[config.mk]
export PLATFORM = sky130hd
export DESIGN_NAME = threewire_cmd_queue
export DESIGN_NICKNAME = d
export VERILOG_FILES = /design/src/rtl/threewire_cmd_queue.sv
export SDC_FILE = /design/constraint.sdc
export NUM_CORES = 1
export LEC_CHECK = 0
export CAP_MARGIN = 20
export CORE_ASPECT_RATIO = 0.75
export CORE_MARGIN = 10
export CORE_UTILIZATION = 33
export CTS_CLUSTER_SIZE = 30
export DETAILED_ROUTE_END_ITERATION = 12
export HOLD_SLACK_MARGIN = 0.05
export PLACE_DENSITY = 0.62
export SLEW_MARGIN = 20
export SYNTH_ARGS = -nofsm -noshare
export SYNTH_HDL_FRONTEND = slang
export SYNTH_SLANG_ARGS = --single-unit
[constraint.sdc]
create_clock -name in_clk -period 2.9 [get_ports in_clk]
set_input_delay 0.58 -clock in_clk [delete_from_list [all_inputs] [get_ports in_clk]]
set_output_delay 0.58 -clock in_clk [all_outputs]
set_load 0.01 [all_outputs]
[src/rtl/threewire_cmd_queue.sv]
// Command queue in front of a threewire master.
// Host commands are buffered in a small FIFO and issued to the master one at a time, in order.
// Read results come back through a second FIFO.
// Optional watchdog: define THREEWIRE_CMDQ_TIMEOUT_EN to build it. Without it, out_err is tied to 0.
module threewire_cmd_queue #(
  parameter int unsigned ADDR_BITS      = 9,
  parameter int unsigned DATA_BITS      = 16,
  parameter int unsigned CMD_DEPTH      = 4,
  parameter int unsigned RSP_DEPTH      = 2,
  parameter int unsigned TIMEOUT_CYCLES = 1024
) (
  input  logic                 in_clk,
  input  logic                 in_rst,
  input  logic                 in_cmd_valid,
  output logic                 out_cmd_ready,
  input  logic                 in_cmd_wr,
  input  logic [ADDR_BITS-1:0] in_cmd_addr,
  input  logic [DATA_BITS-1:0] in_cmd_data,
  output logic                 out_rsp_valid,
  input  logic                 in_rsp_ready,
  output logic [ADDR_BITS-1:0] out_rsp_addr,
  output logic [DATA_BITS-1:0] out_rsp_data,
  output logic                 out_tw_start,
  output logic                 out_tw_mode_wr,
  output logic [ADDR_BITS-1:0] out_tw_addr,
  output logic [DATA_BITS-1:0] out_tw_wr_data,
  input  logic [DATA_BITS-1:0] in_tw_rd_data,
  input  logic                 in_tw_busy,
  output logic                 out_err,
  output logic                 out_idle
);

  localparam int unsigned CmdPtrW = $clog2(CMD_DEPTH);
  localparam int unsigned RspPtrW = $clog2(RSP_DEPTH);
  localparam int unsigned CmdW    = 1 + ADDR_BITS + DATA_BITS;
  localparam int unsigned RspW    = ADDR_BITS + DATA_BITS;

  typedef enum logic [1:0] {StIdle, StLaunch, StActive, StDone} state_e;

  state_e                 state_q;
  logic [CmdW-1:0]        cmd_mem [CMD_DEPTH];
  logic [CmdPtrW:0]       cmd_wptr_q, cmd_rptr_q;
  logic [RspW-1:0]        rsp_mem [RSP_DEPTH];
  logic [RspPtrW:0]       rsp_wptr_q, rsp_rptr_q;
  logic                   tw_start_q, tw_mode_wr_q;
  logic [ADDR_BITS-1:0]   tw_addr_q;
  logic [DATA_BITS-1:0]   tw_wr_data_q;
  logic [CmdW-1:0]        cmd_head;
  logic [RspW-1:0]        rsp_head;
  logic cmd_empty, cmd_full, rsp_empty, rsp_full;
  logic cmd_push, cmd_pop, rsp_push, rsp_pop, launch_ok, timeout_hit;

  // FIFO status and handshakes; the extra pointer MSB separates full from empty
  always_comb begin
    cmd_head  = cmd_mem[cmd_rptr_q[CmdPtrW-1:0]];
    rsp_head  = rsp_mem[rsp_rptr_q[RspPtrW-1:0]];
    cmd_empty = (cmd_wptr_q == cmd_rptr_q);
    cmd_full  = (cmd_wptr_q[CmdPtrW] != cmd_rptr_q[CmdPtrW]) &&
                (cmd_wptr_q[CmdPtrW-1:0] == cmd_rptr_q[CmdPtrW-1:0]);
    rsp_empty = (rsp_wptr_q == rsp_rptr_q);
    rsp_full  = (rsp_wptr_q[RspPtrW] != rsp_rptr_q[RspPtrW]) &&
                (rsp_wptr_q[RspPtrW-1:0] == rsp_rptr_q[RspPtrW-1:0]);
    cmd_push  = in_cmd_valid && !cmd_full;
    cmd_pop   = (state_q == StDone) || timeout_hit;
    rsp_push  = (state_q == StDone) && !tw_mode_wr_q && !rsp_full;
    rsp_pop   = in_rsp_ready && !rsp_empty;
    // Only reads need a free response slot; writes may go while responses back up
    launch_ok = !cmd_empty && (cmd_head[CmdW-1] || !rsp_full);
  end

  // Command storage, entries are {wr, addr, data}
  always_ff @(posedge in_clk) begin
    if (cmd_push) cmd_mem[cmd_wptr_q[CmdPtrW-1:0]] <= {in_cmd_wr, in_cmd_addr, in_cmd_data};
  end

  // Response storage, entries are {addr, data}
  always_ff @(posedge in_clk) begin
    if (rsp_push) rsp_mem[rsp_wptr_q[RspPtrW-1:0]] <= {tw_addr_q, in_tw_rd_data};
  end

  // FIFO pointers
  always_ff @(posedge in_clk) begin
    if (in_rst) begin
      cmd_wptr_q <= '0;
      cmd_rptr_q <= '0;
      rsp_wptr_q <= '0;
      rsp_rptr_q <= '0;
    end else begin
      if (cmd_push) cmd_wptr_q <= cmd_wptr_q + 1'b1;
      if (cmd_pop)  cmd_rptr_q <= cmd_rptr_q + 1'b1;
      if (rsp_push) rsp_wptr_q <= rsp_wptr_q + 1'b1;
      if (rsp_pop)  rsp_rptr_q <= rsp_rptr_q + 1'b1;
    end
  end

  // Sequencer: launch head command, follow master busy, retire
  always_ff @(posedge in_clk) begin
    if (in_rst) begin
      state_q      <= StIdle;
      tw_start_q   <= 1'b0;
      tw_mode_wr_q <= 1'b0;
      tw_addr_q    <= '0;
      tw_wr_data_q <= '0;
    end else begin
      unique case (state_q)
        StIdle: begin
          if (launch_ok) begin
            state_q      <= StLaunch;
            tw_start_q   <= 1'b1;
            tw_mode_wr_q <= cmd_head[CmdW-1];
            tw_addr_q    <= cmd_head[DATA_BITS +: ADDR_BITS];
            tw_wr_data_q <= cmd_head[DATA_BITS-1:0];
          end
        end
        StLaunch: begin
          if (timeout_hit) begin
            tw_start_q <= 1'b0;
            state_q    <= StIdle;
          end else if (in_tw_busy) begin
            tw_start_q <= 1'b0;
            state_q    <= StActive;
          end
        end
        StActive: begin
          if (timeout_hit)      state_q <= StIdle;
          else if (!in_tw_busy) state_q <= StDone;
        end
        StDone:  state_q <= StIdle;
        default: state_q <= StIdle;
      endcase
    end
  end

`ifdef THREEWIRE_CMDQ_TIMEOUT_EN
  localparam int unsigned WdW = $clog2(TIMEOUT_CYCLES + 1);
  logic [WdW-1:0] wd_q;
  logic           err_q;
  logic           in_flight;

  assign in_flight   = (state_q == StLaunch) || (state_q == StActive);
  assign timeout_hit = in_flight && (wd_q == WdW'(TIMEOUT_CYCLES - 1));
  assign out_err     = err_q;

  // Watchdog over LAUNCH+ACTIVE; error flag is sticky until reset
  always_ff @(posedge in_clk) begin
    if (in_rst) begin
      wd_q  <= '0;
      err_q <= 1'b0;
    end else begin
      if (state_q == StIdle && launch_ok) wd_q <= '0;
      else if (in_flight)                 wd_q <= wd_q + 1'b1;
      if (timeout_hit) err_q <= 1'b1;
    end
  end
`else
  assign timeout_hit = 1'b0;
  assign out_err     = 1'b0;
`endif

  // Output mapping; response fields read as zero when nothing is held
  always_comb begin
    out_cmd_ready  = !cmd_full;
    out_rsp_valid  = !rsp_empty;
    out_rsp_addr   = rsp_empty ? '0 : rsp_head[DATA_BITS +: ADDR_BITS];
    out_rsp_data   = rsp_empty ? '0 : rsp_head[DATA_BITS-1:0];
    out_tw_start   = tw_start_q;
    out_tw_mode_wr = tw_mode_wr_q;
    out_tw_addr    = tw_addr_q;
    out_tw_wr_data = tw_wr_data_q;
    out_idle       = (state_q == StIdle) && cmd_empty && rsp_empty;
  end

endmodule
==> flow_metrics.env <==
export IMPL_design_area_um2=9610
export IMPL_hold_violations=0
export IMPL_pre_cts_slack_ps=454
export IMPL_cts_clk_slew_worst_paths_ps=70
export IMPL_cts_setup_buffers=0
export IMPL_cp_cell_sequence="xor2_2, nor2_2, buf_8, nor2_1, clkdlybuf4s50_1"
export IMPL_crit_arrival_ps=2150
export IMPL_via_per_inst=5.00
export IMPL_p_leak_nw=3.11
export IMPL_instances_no_fill=886
export IMPL_rsz0062_at_grt="false"
export IMPL_cts_tree="yes"
export IMPL_hp_start="out_tw_wr_data[7]$_SDFFE_PP0P_"
export IMPL_period_share=0.942
export IMPL_rows=48
export IMPL_setup_viol=0
export IMPL_clk_path_buf_depth=2
export IMPL_drt_pass1_iter_count=5
export IMPL_slowest_delay_ps=560
export IMPL_crit_type="flip-flop to primary output"
export IMPL_ys_warn_count=0
export IMPL_wl_per_cell_um=19.9
export IMPL_route_detailed_drc=0
export IMPL_cts_sinks=196
export IMPL_antenna_found_initial=0
export IMPL_final_max_slew_viol_count=0
export IMPL_grt_max_degree=44
export IMPL_synth_top_area_cell="edfxtp_1"
export IMPL_ys_types=41
export IMPL_status="completed"
export IMPL_whs_endpoint="out_tw_wr_data[7]$_SDFFE_PP0P_"
export IMPL_worstMarginPinSlew_ps=1070
export IMPL_r2r_start="rsp_wptr_q[1]$_SDFFE_PP0P_"
export IMPL_nets=629
export IMPL_r2r_end="out_tw_addr[0]$_SDFFE_PP0P_"
export IMPL_drive_above_1_share=0.152
export IMPL_synth_top_area_frac=0.604
export IMPL_tns_ps=0
export IMPL_syn_to_final_growth_pct=25.5
export IMPL_cts_hold_buf=0
export IMPL_syn_area_per_cell_um2=16.4
export IMPL_via_count=4430
export IMPL_hold_class="flip-flop to flip-flop"
export IMPL_hold_depth=2
export IMPL_fmax_mhz=366
export IMPL_coreArea_um2=22900
export IMPL_cp_top_family="buffers and inverters"
export IMPL_fin_ws_ps=167
export IMPL_dieArea_um2=29800
export IMPL_synth_area_leaders="edfxtp_1 60%, dfxtp_1 11%, mux4_2 7.4%"
export IMPL_first_global_vias=4577
export IMPL_die_w_um=196
export IMPL_synth_cells=466
export IMPL_start_util=0.334
export IMPL_cts_buffers=17
export IMPL_globalRouteOverflowTotal=0
export IMPL_ir_drop_uv=356
export IMPL_power_mw=7.25
export IMPL_critPathMaxFanout=26
export IMPL_power_density_nw_per_um2=754
export IMPL_portBuffers=101
export IMPL_cap_violations=0
export IMPL_drt_iter0_markers=316
export IMPL_synth_ff_type="edfxtp_1"
export IMPL_ys_seq_elements=196
export IMPL_ys_async_sr_fraction=0
export IMPL_hold_slack_ps=472
export IMPL_seq_area_frac_synth=0.713
export IMPL_die_y_um=152
export IMPL_cp_required_ps=2320
export IMPL_fin_crit_ps=2730
export IMPL_ctsRootBufferMaster="clkbuf_16"
export IMPL_place_inst=854
export IMPL_drt_wl_total_mm=17.6
export IMPL_synth_nets=522
export IMPL_cts_htree_levels=4
export IMPL_end_kind="primary output"
export IMPL_synth_most_common_cell="edfxtp_1"
export IMPL_path_buf_inv=2
export IMPL_antenna_cells=0
export IMPL_ioPinCount=103
export IMPL_post_route_util=0.419
export IMPL_synth_edff_count=154
export IMPL_netlist_area_um2=7660
export IMPL_yosys_top_cells_count="154 x edfxtp_1, 42 x dfxtp_1, 38 x nor2_1, 28 x a21oi_1, 28 x mux2i_1"
export IMPL_slew_headroom=0.286
export IMPL_place_hpwl_mm=11.7
export IMPL_insertion_delay_ps=430
export IMPL_rrSetupSlack_ps=560
export IMPL_fillers=2115
export IMPL_crit_path_start_kind="flip-flop"
export IMPL_placed_area_um2=9030
export IMPL_gp_congestion=0.762
export IMPL_grt_pass1_wl_mm=27.3
export IMPL_drtAntennaViolNets=0
export IMPL_ff2ff_path_depth=4
export IMPL_cp_slowest_cell="clkdlybuf4s50_1"
export IMPL_skew_ps=15.0
export IMPL_grt_util_all_layers=0.117
-- cell usage in the layout, fill, tap and decap left out, types with 3 or more instances in the layout --
cell type | synthesis | layout
nand2_1 | 3 | 3
xnor2_1 | 6 | 6
nor2_1 | 38 | 37
dfxtp_2 | 0 | 3
inv_6 | 0 | 3
clkdlybuf4s50_1 | 0 | 99
ha_1 | 9 | 9
buf_4 | 1 | 19
nand3_1 | 3 | 3
inv_8 | 0 | 3
inv_1 | 5 | 5
or3_1 | 3 | 3
and2_1 | 5 | 5
nand4_1 | 25 | 25
a21oi_1 | 28 | 28
clkinv_4 | 0 | 4
mux2i_1 | 28 | 28
nor3_1 | 4 | 4
edfxtp_1 | 154 | 154
dfxtp_1 | 42 | 39
clkbuf_16 | 0 | 17
xor2_1 | 8 | 6
mux4_2 | 25 | 25
o31ai_1 | 26 | 26
-- layer usage --
metal  vias up  GRT usage  share of wire
li1       2027          -              -
met1      2237      0.159           0.47
met2       153      0.178           0.45
met3        13     0.0334          0.065
met4         0     0.0323          0.011
met5         -          0              0
-- worst min-delay path: stages (launching register included) --
cell and delay [ps]:
dfxtp_1 310, o31ai_1 60, a21oi_1 60
-- worst max path at each step --
stage / from / end / slack, ps / cells after the start
3_3_place_gp: cmd_wptr_q[0]$_SDFFE_PP0P_ / out_idle / 540 / 4
4_1_cts: cmd_wptr_q[0]$_SDFFE_PP0P_ / out_idle / 40 / 4
5_1_grt: rsp_wptr_q[1]$_SDFFE_PP0P_ / out_rsp_addr[5] / 20 / 5
6_report: rsp_wptr_q[1]$_SDFFE_PP0P_ / out_rsp_addr[5] / 170 / 5
3_5_place_dp: rsp_rptr_q[1]$_SDFFE_PP0P_ / out_rsp_addr[5] / 450 / 5
2_1_floorplan: state_q[0]$_SDFFE_PP0P_ / rsp_mem[1][0]$_DFFE_PP_ / 640 / 3
-- cell families after synthesis --
logic type                 after synthesis  synth area share
AOI/OAI and AO/OA                       64            0.0549
xor gates and xnor gates                14            0.0160
adders and majority gates                9            0.0147
buffers and inverters                   40            0.0268
DFF                                    196             0.713
muxes                                   54             0.114
other                                    1          0.000490
and+or+nand+nor                         88            0.0601
-- timing repair --
item | 4_1_cts | 5_1_grt
setup endpoints to repair | 1 | 13
pin swaps | 0 | 0
gates resized for setup | 1 | 6
-- sequential cells by signal (all words and copies together) (netlist names), named ones only --
name / count
cmd_mem: 104
rsp_mem: 50
out_tw_wr_data: 16
out_tw_addr: 9
cmd_rptr_q: 3
cmd_wptr_q: 3
rsp_rptr_q: 2
rsp_wptr_q: 2
state_q: 2
out_tw_mode_wr: 1
out_tw_start: 1
-- power by group --
group | switching [mW] | internal (mW)
logic | 0.942 | 0.742
clock network | 1.06 | 1.12
registers | 0.117 | 3.26
-- area by class of cell --
class                           instances  area (um2)  share of cell area
Clock buffer                           18         429              0.0447
Clock inverter                         14         119              0.0124
Inverter                                7        26.3             0.00273
Multi-Input combinational cell        230        2030               0.211
Sequential cell                       196        5470               0.569
Tap cell                              300         375              0.0391
Timing Repair Buffer                  121        1170               0.121
Note: power is estimated with default switching activity, not from simulation.
